File: src/rtl/pwm_update_sequencer_pkg.sv
// PWM update sequencer: shared state encoding and pipeline constants.
// Optional build macro: PWM_UPDATE_SEQUENCER_CLAMP_EN (see pwm_edge_calc).
package pwm_update_sequencer_pkg;

  typedef enum logic [1:0] {
    IDLE   = 2'd0,
    SWEEP  = 2'd1,
    DRAIN  = 2'd2,
    FINISH = 2'd3
  } seq_state_t;

  // Register stages inside the edge calculator
  localparam int unsigned CALC_LAT = 1;

endpackage

File: src/rtl/pwm_update_sequencer_if.sv
// PWM update sequencer bus: control handshake, settings memory port, edge buffer write port.
interface pwm_update_sequencer_if #(
  parameter int unsigned WIDTH     = 13,
  parameter int unsigned TRANS_NUM = 249
);
  localparam int unsigned AW = $clog2(TRANS_NUM);

  logic             START;
  logic             BUSY;
  logic             DONE;
  logic [AW-1:0]    MEM_ADDR;
  logic [WIDTH-1:0] MEM_CYCLE;
  logic [WIDTH-1:0] MEM_DUTY;
  logic [WIDTH-1:0] MEM_PHASE;
  logic             OUT_WE;
  logic [AW-1:0]    OUT_IDX;
  logic [WIDTH-1:0] OUT_RISE;
  logic [WIDTH-1:0] OUT_FALL;

  // Host / memory / edge buffer side
  modport master (
    output START, MEM_CYCLE, MEM_DUTY, MEM_PHASE,
    input  BUSY, DONE, MEM_ADDR, OUT_WE, OUT_IDX, OUT_RISE, OUT_FALL
  );

  // Sequencer side
  modport slave (
    input  START, MEM_CYCLE, MEM_DUTY, MEM_PHASE,
    output BUSY, DONE, MEM_ADDR, OUT_WE, OUT_IDX, OUT_RISE, OUT_FALL
  );

endinterface

File: src/rtl/pwm_edge_calc.sv
// Rise/fall time-counter calculation with one output register stage.
// Optional build macro: PWM_UPDATE_SEQUENCER_CLAMP_EN clamps duty and phase to the cycle.
module pwm_edge_calc
  import pwm_update_sequencer_pkg::*;
#(
  parameter int unsigned WIDTH = 13
) (
  input  logic             clk,
  input  logic             rst,
  input  logic             in_valid,
  input  logic [WIDTH-1:0] cycle,
  input  logic [WIDTH-1:0] duty,
  input  logic [WIDTH-1:0] phase,
  output logic             out_valid,
  output logic [WIDTH-1:0] rise,
  output logic [WIDTH-1:0] fall
);

  localparam int unsigned IW = WIDTH + 2;

  logic [IW-1:0] c_w;
  logic [IW-1:0] d_w;
  logic [IW-1:0] p_w;
  logic [IW-1:0] r_raw;
  logic [IW-1:0] f_raw;
  logic [IW-1:0] r_mod;
  logic [IW-1:0] f_mod;

  // Raw values lie in [0, 2C], so two conditional subtractions complete the modulo
  function automatic logic [IW-1:0] mod_c(input logic [IW-1:0] x, input logic [IW-1:0] c);
    logic [IW-1:0] y;
    y = x;
    if (y >= c) y = y - c;
    if (y >= c) y = y - c;
    return y;
  endfunction

  // Operand conditioning and edge arithmetic
  always_comb begin
    c_w = IW'(cycle);
`ifdef PWM_UPDATE_SEQUENCER_CLAMP_EN
    d_w = (duty  > cycle) ? IW'(cycle) : IW'(duty);
    p_w = (phase > cycle) ? IW'(cycle) : IW'(phase);
`else
    d_w = IW'(duty);
    p_w = IW'(phase);
`endif
    r_raw = (c_w << 1) - p_w - (d_w >> 1);
    f_raw = c_w - p_w + ((d_w + IW'(1)) >> 1);
    r_mod = mod_c(r_raw, c_w);
    f_mod = mod_c(f_raw, c_w);
  end

  // Output register stage
  always_ff @(posedge clk) begin
    if (rst) begin
      out_valid <= 1'b0;
      rise      <= '0;
      fall      <= '0;
    end else begin
      out_valid <= in_valid;
      if (in_valid) begin
        rise <= WIDTH'(r_mod);
        fall <= WIDTH'(f_mod);
      end
    end
  end

endmodule

File: src/rtl/pwm_update_sequencer.sv
// Sweeps the settings memory once per START and writes computed rise/fall edges per transducer.
// Optional build macro: PWM_UPDATE_SEQUENCER_CLAMP_EN (duty/phase clamp in pwm_edge_calc).
module pwm_update_sequencer
  import pwm_update_sequencer_pkg::*;
#(
  parameter int unsigned WIDTH     = 13,
  parameter int unsigned TRANS_NUM = 249,
  parameter int unsigned MEM_LAT   = 2
) (
  input  logic                  CLK,
  input  logic                  RST,
  pwm_update_sequencer_if.slave bus
);

  localparam int unsigned AW       = $clog2(TRANS_NUM);
  localparam int unsigned IDX_LAT  = MEM_LAT + CALC_LAT;
  localparam logic [AW-1:0] LAST_IDX = AW'(TRANS_NUM - 1);

  seq_state_t    state;
  seq_state_t    state_nxt;
  logic [AW-1:0] addr;
  logic [AW-1:0] addr_nxt;
  logic          busy;
  logic          busy_nxt;
  logic          done;
  logic          done_nxt;

  logic [MEM_LAT-1:0] rd_vld;
  logic [AW-1:0]      idx_dly [IDX_LAT];

  // State and registered control outputs
  always_ff @(posedge CLK) begin
    if (RST) begin
      state <= IDLE;
      addr  <= '0;
      busy  <= 1'b0;
      done  <= 1'b0;
    end else begin
      state <= state_nxt;
      addr  <= addr_nxt;
      busy  <= busy_nxt;
      done  <= done_nxt;
    end
  end

  // Next-state, address counter and control output decode
  always_comb begin
    state_nxt = state;
    addr_nxt  = '0;
    case (state)
      IDLE: begin
        if (bus.START) state_nxt = SWEEP;
      end
      SWEEP: begin
        if (addr == LAST_IDX) state_nxt = DRAIN;
        else                  addr_nxt  = addr + AW'(1);
      end
      DRAIN: begin
        if (bus.OUT_WE && (bus.OUT_IDX == LAST_IDX)) state_nxt = FINISH;
      end
      FINISH: begin
        state_nxt = IDLE;
      end
      default: begin
        state_nxt = IDLE;
      end
    endcase
    busy_nxt = (state_nxt != IDLE);
    done_nxt = (state_nxt == FINISH);
  end

  // Read-valid and index delay lines aligned to memory latency plus calc stage
  always_ff @(posedge CLK) begin
    if (RST) begin
      rd_vld <= '0;
      for (int i = 0; i < int'(IDX_LAT); i++) idx_dly[i] <= '0;
    end else begin
      rd_vld[0]  <= (state == SWEEP);
      idx_dly[0] <= addr;
      for (int i = 1; i < int'(MEM_LAT); i++) rd_vld[i]  <= rd_vld[i-1];
      for (int i = 1; i < int'(IDX_LAT); i++) idx_dly[i] <= idx_dly[i-1];
    end
  end

  pwm_edge_calc #(
    .WIDTH (WIDTH)
  ) u_edge_calc (
    .clk       (CLK),
    .rst       (RST),
    .in_valid  (rd_vld[MEM_LAT-1]),
    .cycle     (bus.MEM_CYCLE),
    .duty      (bus.MEM_DUTY),
    .phase     (bus.MEM_PHASE),
    .out_valid (bus.OUT_WE),
    .rise      (bus.OUT_RISE),
    .fall      (bus.OUT_FALL)
  );

  assign bus.BUSY     = busy;
  assign bus.DONE     = done;
  assign bus.MEM_ADDR = addr;
  assign bus.OUT_IDX  = idx_dly[IDX_LAT-1];

endmodule

File: src/flat_wrapper.sv
// flat-port wrapper written by rule: the top's interface ports become plain ports
module pwm_update_sequencer_flat import pwm_update_sequencer_pkg::*;
#(
  parameter int unsigned WIDTH     = 13,
  parameter int unsigned TRANS_NUM = 249,
  parameter int unsigned MEM_LAT   = 2
)
  (CLK, RST, bus_START, bus_MEM_CYCLE, bus_MEM_DUTY, bus_MEM_PHASE, bus_BUSY, bus_DONE, bus_MEM_ADDR, bus_OUT_WE, bus_OUT_IDX, bus_OUT_RISE, bus_OUT_FALL);
  pwm_update_sequencer_if #(.WIDTH(WIDTH), .TRANS_NUM(TRANS_NUM)) bus_i ();
  input  logic CLK;
  input  logic RST;
  input wire logic [$bits(bus_i.START)-1:0] bus_START;
  input wire logic [$bits(bus_i.MEM_CYCLE)-1:0] bus_MEM_CYCLE;
  input wire logic [$bits(bus_i.MEM_DUTY)-1:0] bus_MEM_DUTY;
  input wire logic [$bits(bus_i.MEM_PHASE)-1:0] bus_MEM_PHASE;
  output wire logic [$bits(bus_i.BUSY)-1:0] bus_BUSY;
  output wire logic [$bits(bus_i.DONE)-1:0] bus_DONE;
  output wire logic [$bits(bus_i.MEM_ADDR)-1:0] bus_MEM_ADDR;
  output wire logic [$bits(bus_i.OUT_WE)-1:0] bus_OUT_WE;
  output wire logic [$bits(bus_i.OUT_IDX)-1:0] bus_OUT_IDX;
  output wire logic [$bits(bus_i.OUT_RISE)-1:0] bus_OUT_RISE;
  output wire logic [$bits(bus_i.OUT_FALL)-1:0] bus_OUT_FALL;
  assign bus_i.START = bus_START;
  assign bus_i.MEM_CYCLE = bus_MEM_CYCLE;
  assign bus_i.MEM_DUTY = bus_MEM_DUTY;
  assign bus_i.MEM_PHASE = bus_MEM_PHASE;
  assign bus_BUSY = bus_i.BUSY;
  assign bus_DONE = bus_i.DONE;
  assign bus_MEM_ADDR = bus_i.MEM_ADDR;
  assign bus_OUT_WE = bus_i.OUT_WE;
  assign bus_OUT_IDX = bus_i.OUT_IDX;
  assign bus_OUT_RISE = bus_i.OUT_RISE;
  assign bus_OUT_FALL = bus_i.OUT_FALL;
  pwm_update_sequencer #(.WIDTH(WIDTH), .TRANS_NUM(TRANS_NUM), .MEM_LAT(MEM_LAT)) u_core (.CLK(CLK), .RST(RST), .bus(bus_i));
endmodule
File: config.mk
export PLATFORM = sky130hd
export DESIGN_NAME = pwm_update_sequencer_flat
export DESIGN_NICKNAME = d
export VERILOG_FILES = /design/src/rtl/pwm_update_sequencer_pkg.sv /design/src/rtl/pwm_update_sequencer_if.sv /design/src/rtl/pwm_edge_calc.sv /design/src/rtl/pwm_update_sequencer.sv /design/src/flat_wrapper.sv
export SDC_FILE = /design/constraint.sdc
export NUM_CORES = 1
export LEC_CHECK = 0
export BUFFER_PORTS_ARGS = -buffer_cell sky130_fd_sc_hd__buf_2
export CAP_MARGIN = 20
export CORE_UTILIZATION = 59
export CTS_CLUSTER_DIAMETER = 150
export CTS_CLUSTER_SIZE = 20
export DETAILED_ROUTE_END_ITERATION = 12
export GPL_ROUTABILITY_DRIVEN = 0
export PLACE_DENSITY_LB_ADDON = 0.3
export SLEW_MARGIN = 0
export SYNTH_ARGS = -nofsm -noshare
export SYNTH_HDL_FRONTEND = slang
export SYNTH_HIERARCHICAL = 1
export SYNTH_SLANG_ARGS = --single-unit
File: constraint.sdc
create_clock -name CLK -period 14.5 [get_ports CLK]
set_input_delay 2.175 -clock CLK [delete_from_list [all_inputs] [get_ports CLK]]
set_output_delay 2.175 -clock CLK [all_outputs]
set_load 0.05 [all_outputs]
==> impl_metrics.json <==
{
  "status": "finished clean",
  "cts_resized": 0,
  "cts.path.max_buffers": 2,
  "dieArea_sq_mm": 0.0134,
  "grt_use_met2": 0.515,
  "p_total_mw": 1.81,
  "fin_crit_sh": 0.695,
  "multi_input_area_sq_mm": 0.00590,
  "antennaDiodeCount": 0,
  "area_growth_pct": 10.3,
  "maxCapViolations": 0,
  "grt_use_met3": 0.0486,
  "yosysSeqAreaShare": 0.170,
  "nFillCells": 1120,
  "finalSetupViolCount": 0,
  "hp-class": "flip-flop to flip-flop",
  "max_stage_delay_ps": 530,
  "core-area_sq_mm": 0.0126,
  "ys_types": 81,
  "ir_drop_uv": 177,
  "clock_skew_ps": 2.25,
  "post-route-min-period_ps": 10080,
  "cpMostUsedCell": "ha_1",
  "yosysWarnings": 6,
  "hold_path.startpoint": "u_core/idx_dly[0][3]",
  "criticalPathCategory": "input pin to flip-flop",
  "wl_um": 20100,
  "use_met1": 0.388,
  "first_global_vias": 6766,
  "overflow": 0,
  "p_int_uw": 895,
  "vias": 7306,
  "layout_commonest_cell": "ha_1",
  "clk_pin_slew_ps": 50,
  "synth_edf_count": 0,
  "clkPwrFrac": 0.108,
  "r2r_cells": 5,
  "synth_ff_type": "dfxtp_1",
  "nNetsFinal": 1176,
  "p_leak_nw": 3.83,
  "setup-tns-final_ps": 0,
  "sw_frac_of_total": 0.506,
  "rsz0062_at_grt": "no",
  "hold_end": "u_core/idx_dly[0][11]",
  "synthArstFlopShare": 0,
  "clock_sinks": 65,
  "wire_per_inst_um": 16.8,
  "drt_iter0_markers": 604,
  "reg2reg_to": "u_core/u_edge_calc/fall[2]",
  "hold_buffers": 0,
  "die_w_um": 116,
  "seq_area_sq_mm": 0.00130,
  "layout_common_cells": "ha_1 (98), buf_2 (86), inv_1 (78), nor2_1 (70), dfxtp_1 (65)",
  "drive_gt1_frac": 0.128,
  "cts_buffers": 9,
  "cpMaxStageDelayCell": "o311a_1",
  "top_usage_layer": "met2",
  "dr.pass1.iters": 5,
  "cp.required_ps": 14690,
  "ff2ff_setup_slack_ps": 12680,
  "h-tree-depth": 3,
  "syn_nets": 1105,
  "syn_avg_cell_area_sq_um": 8.07,
  "end_kind": "flip-flop",
  "p_sw_uw": 915,
  "relSlewSlack": 0.294,
  "cts_tree": "built",
  "grt_usage": 0.305,
  "post_cts_buffers": 0,
  "root_buffer": "clkbuf_16",
  "place_hpwl_um": 15900,
  "die_y_um": 116,
  "sequentialPowerShare": 0.109,
  "max_freq_mhz": 99.2,
  "antenna_left": 0,
  "ys_ff_latch": 65,
  "slew_viol_final": 0,
  "ios": 87,
  "drc": 0,
  "portBuffers": 86,
  "grt_max_degree": 47,
  "synth_cells": 948,
  "finalHoldViolations": 0,
  "crit_fanout": 14,
  "combinationalPowerShare": 0.784,
  "cp-start-kind": "input pin",
  "clock_latency_ps": 320,
  "grt_pass1_wl_um": 32300,
  "viasPerCell": 6.11,
  "hold_depth": 1,
  "antenna_found_initial": 0,
  "arrival_ps": 10270,
  "r2r_start": "u_core/rd_vld[1]",
  "rows": 41,
  "initial_utilization": 0.606,
  "power_density_mw_per_mm2": 214,
  "netlist_area_sq_mm": 0.00765,
  "tightest_slew_ps": 1050
}
## worst max-delay path by stage
stage                     depth (start not counted)                          to  slack, ps              from
after floorplan                                  38  u_core/u_edge_calc/fall[0]       5450  bus_MEM_CYCLE[0]
after global placement                           37  u_core/u_edge_calc/fall[0]       4590  bus_MEM_CYCLE[0]
after detailed placement                         37  u_core/u_edge_calc/fall[6]       4310  bus_MEM_CYCLE[0]
after CTS                                        37  u_core/u_edge_calc/fall[6]       4640  bus_MEM_CYCLE[0]
after global routing                             37  u_core/u_edge_calc/fall[6]       3630  bus_MEM_CYCLE[0]
final                                            37  u_core/u_edge_calc/fall[6]       4420  bus_MEM_CYCLE[0]
## synth_stat cells, drive strengths merged (13+ instances only)
cell type  instances  area [sq um]
a211oi            17           140
a21o              26           195
a21oi             63           323
buf               15           100
clkbuf            13          50.0
dfxtp             65          1300
fa                17           340
ha                98          1230
inv               78           293
mux2              21           236
nand2             52           195
nand2b            13          81.3
nand3             33           165
nand4             17           113
nor2              71           269
nor2b             33           206
nor3              16          80.1
o21ai             62           310
xnor2             61           534
xor2              20           175
## flip-flops by register name, indices dropped and copies added, names as in the netlist
name	cells
u_core/bus.DONE	1
u_core/state	2
u_core/bus.BUSY	1
u_core/u_edge_calc/out_valid	1
u_core/bus.MEM_ADDR	8
u_core/rd_vld	2
u_core/u_edge_calc/rise	13
u_core/idx_dly	24
u_core/u_edge_calc/fall	13
## power by group through the flow
stage | clock network [mW] | registers (mW) | logic, mW
after global routing | 0.206 | 0.198 | 1.56
after CTS | 0.197 | 0.196 | 1.39
final | 0.195 | 0.196 | 1.42
after detailed placement | 0 | 0.200 | 1.38
after floorplan | 0 | 0.237 | 1.08
after global placement | 0 | 0.199 | 1.37
## metal layers
layer	vias to the layer above	share of wire
met5	-	0
met4	0	0.030
met3	55	0.049
met2	215	0.48
met1	3431	0.45
li1	3605	-
## critical path: cells and delay by family
kind                     cells  cell delay, ps
adder cells (fa/ha/maj)      5            1560
multiplexers                 1             380
AO/OA/AOI/OAI               21            4970
AND/OR/NAND/NOR              5             530
buffers and inverters        3             370
XOR/XNOR                     2             280
## cell type report
class / count / area share
timing repair buffer: 88 / 0.0528
inverter: 78 / 0.0347
clock inverter: 2 / 0.00148
sequential: 65 / 0.154
clock buffer: 14 / 0.0313
tap: 172 / 0.0255
multi-input combinational: 777 / 0.700
## per-stage QoR
step	hold slack [ps]	area [sq um]	util	setup WS, ps	std cells
global route	450	8440	0.668	3630	1196
finish	430	8440	0.668	4420	1196
CTS	433	8440	0.668	4640	1196
detailed placement	420	8160	0.647	4310	1180
floorplan	414	7650	-	5450	948
global placement	417	8160	0.647	4590	1180
## kinds of logic after synthesis
family	Yosys count	share of synthesized area
buffers and inverters	106	0.0579
AND/OR/NAND/NOR	290	0.195
adder cells (fa/ha/maj)	115	0.205
XOR/XNOR	81	0.0928
flip-flops	65	0.170
AO/OA/AOI/OAI	266	0.243
multiplexers	25	0.0362
(Power assumes the default switching activity.)
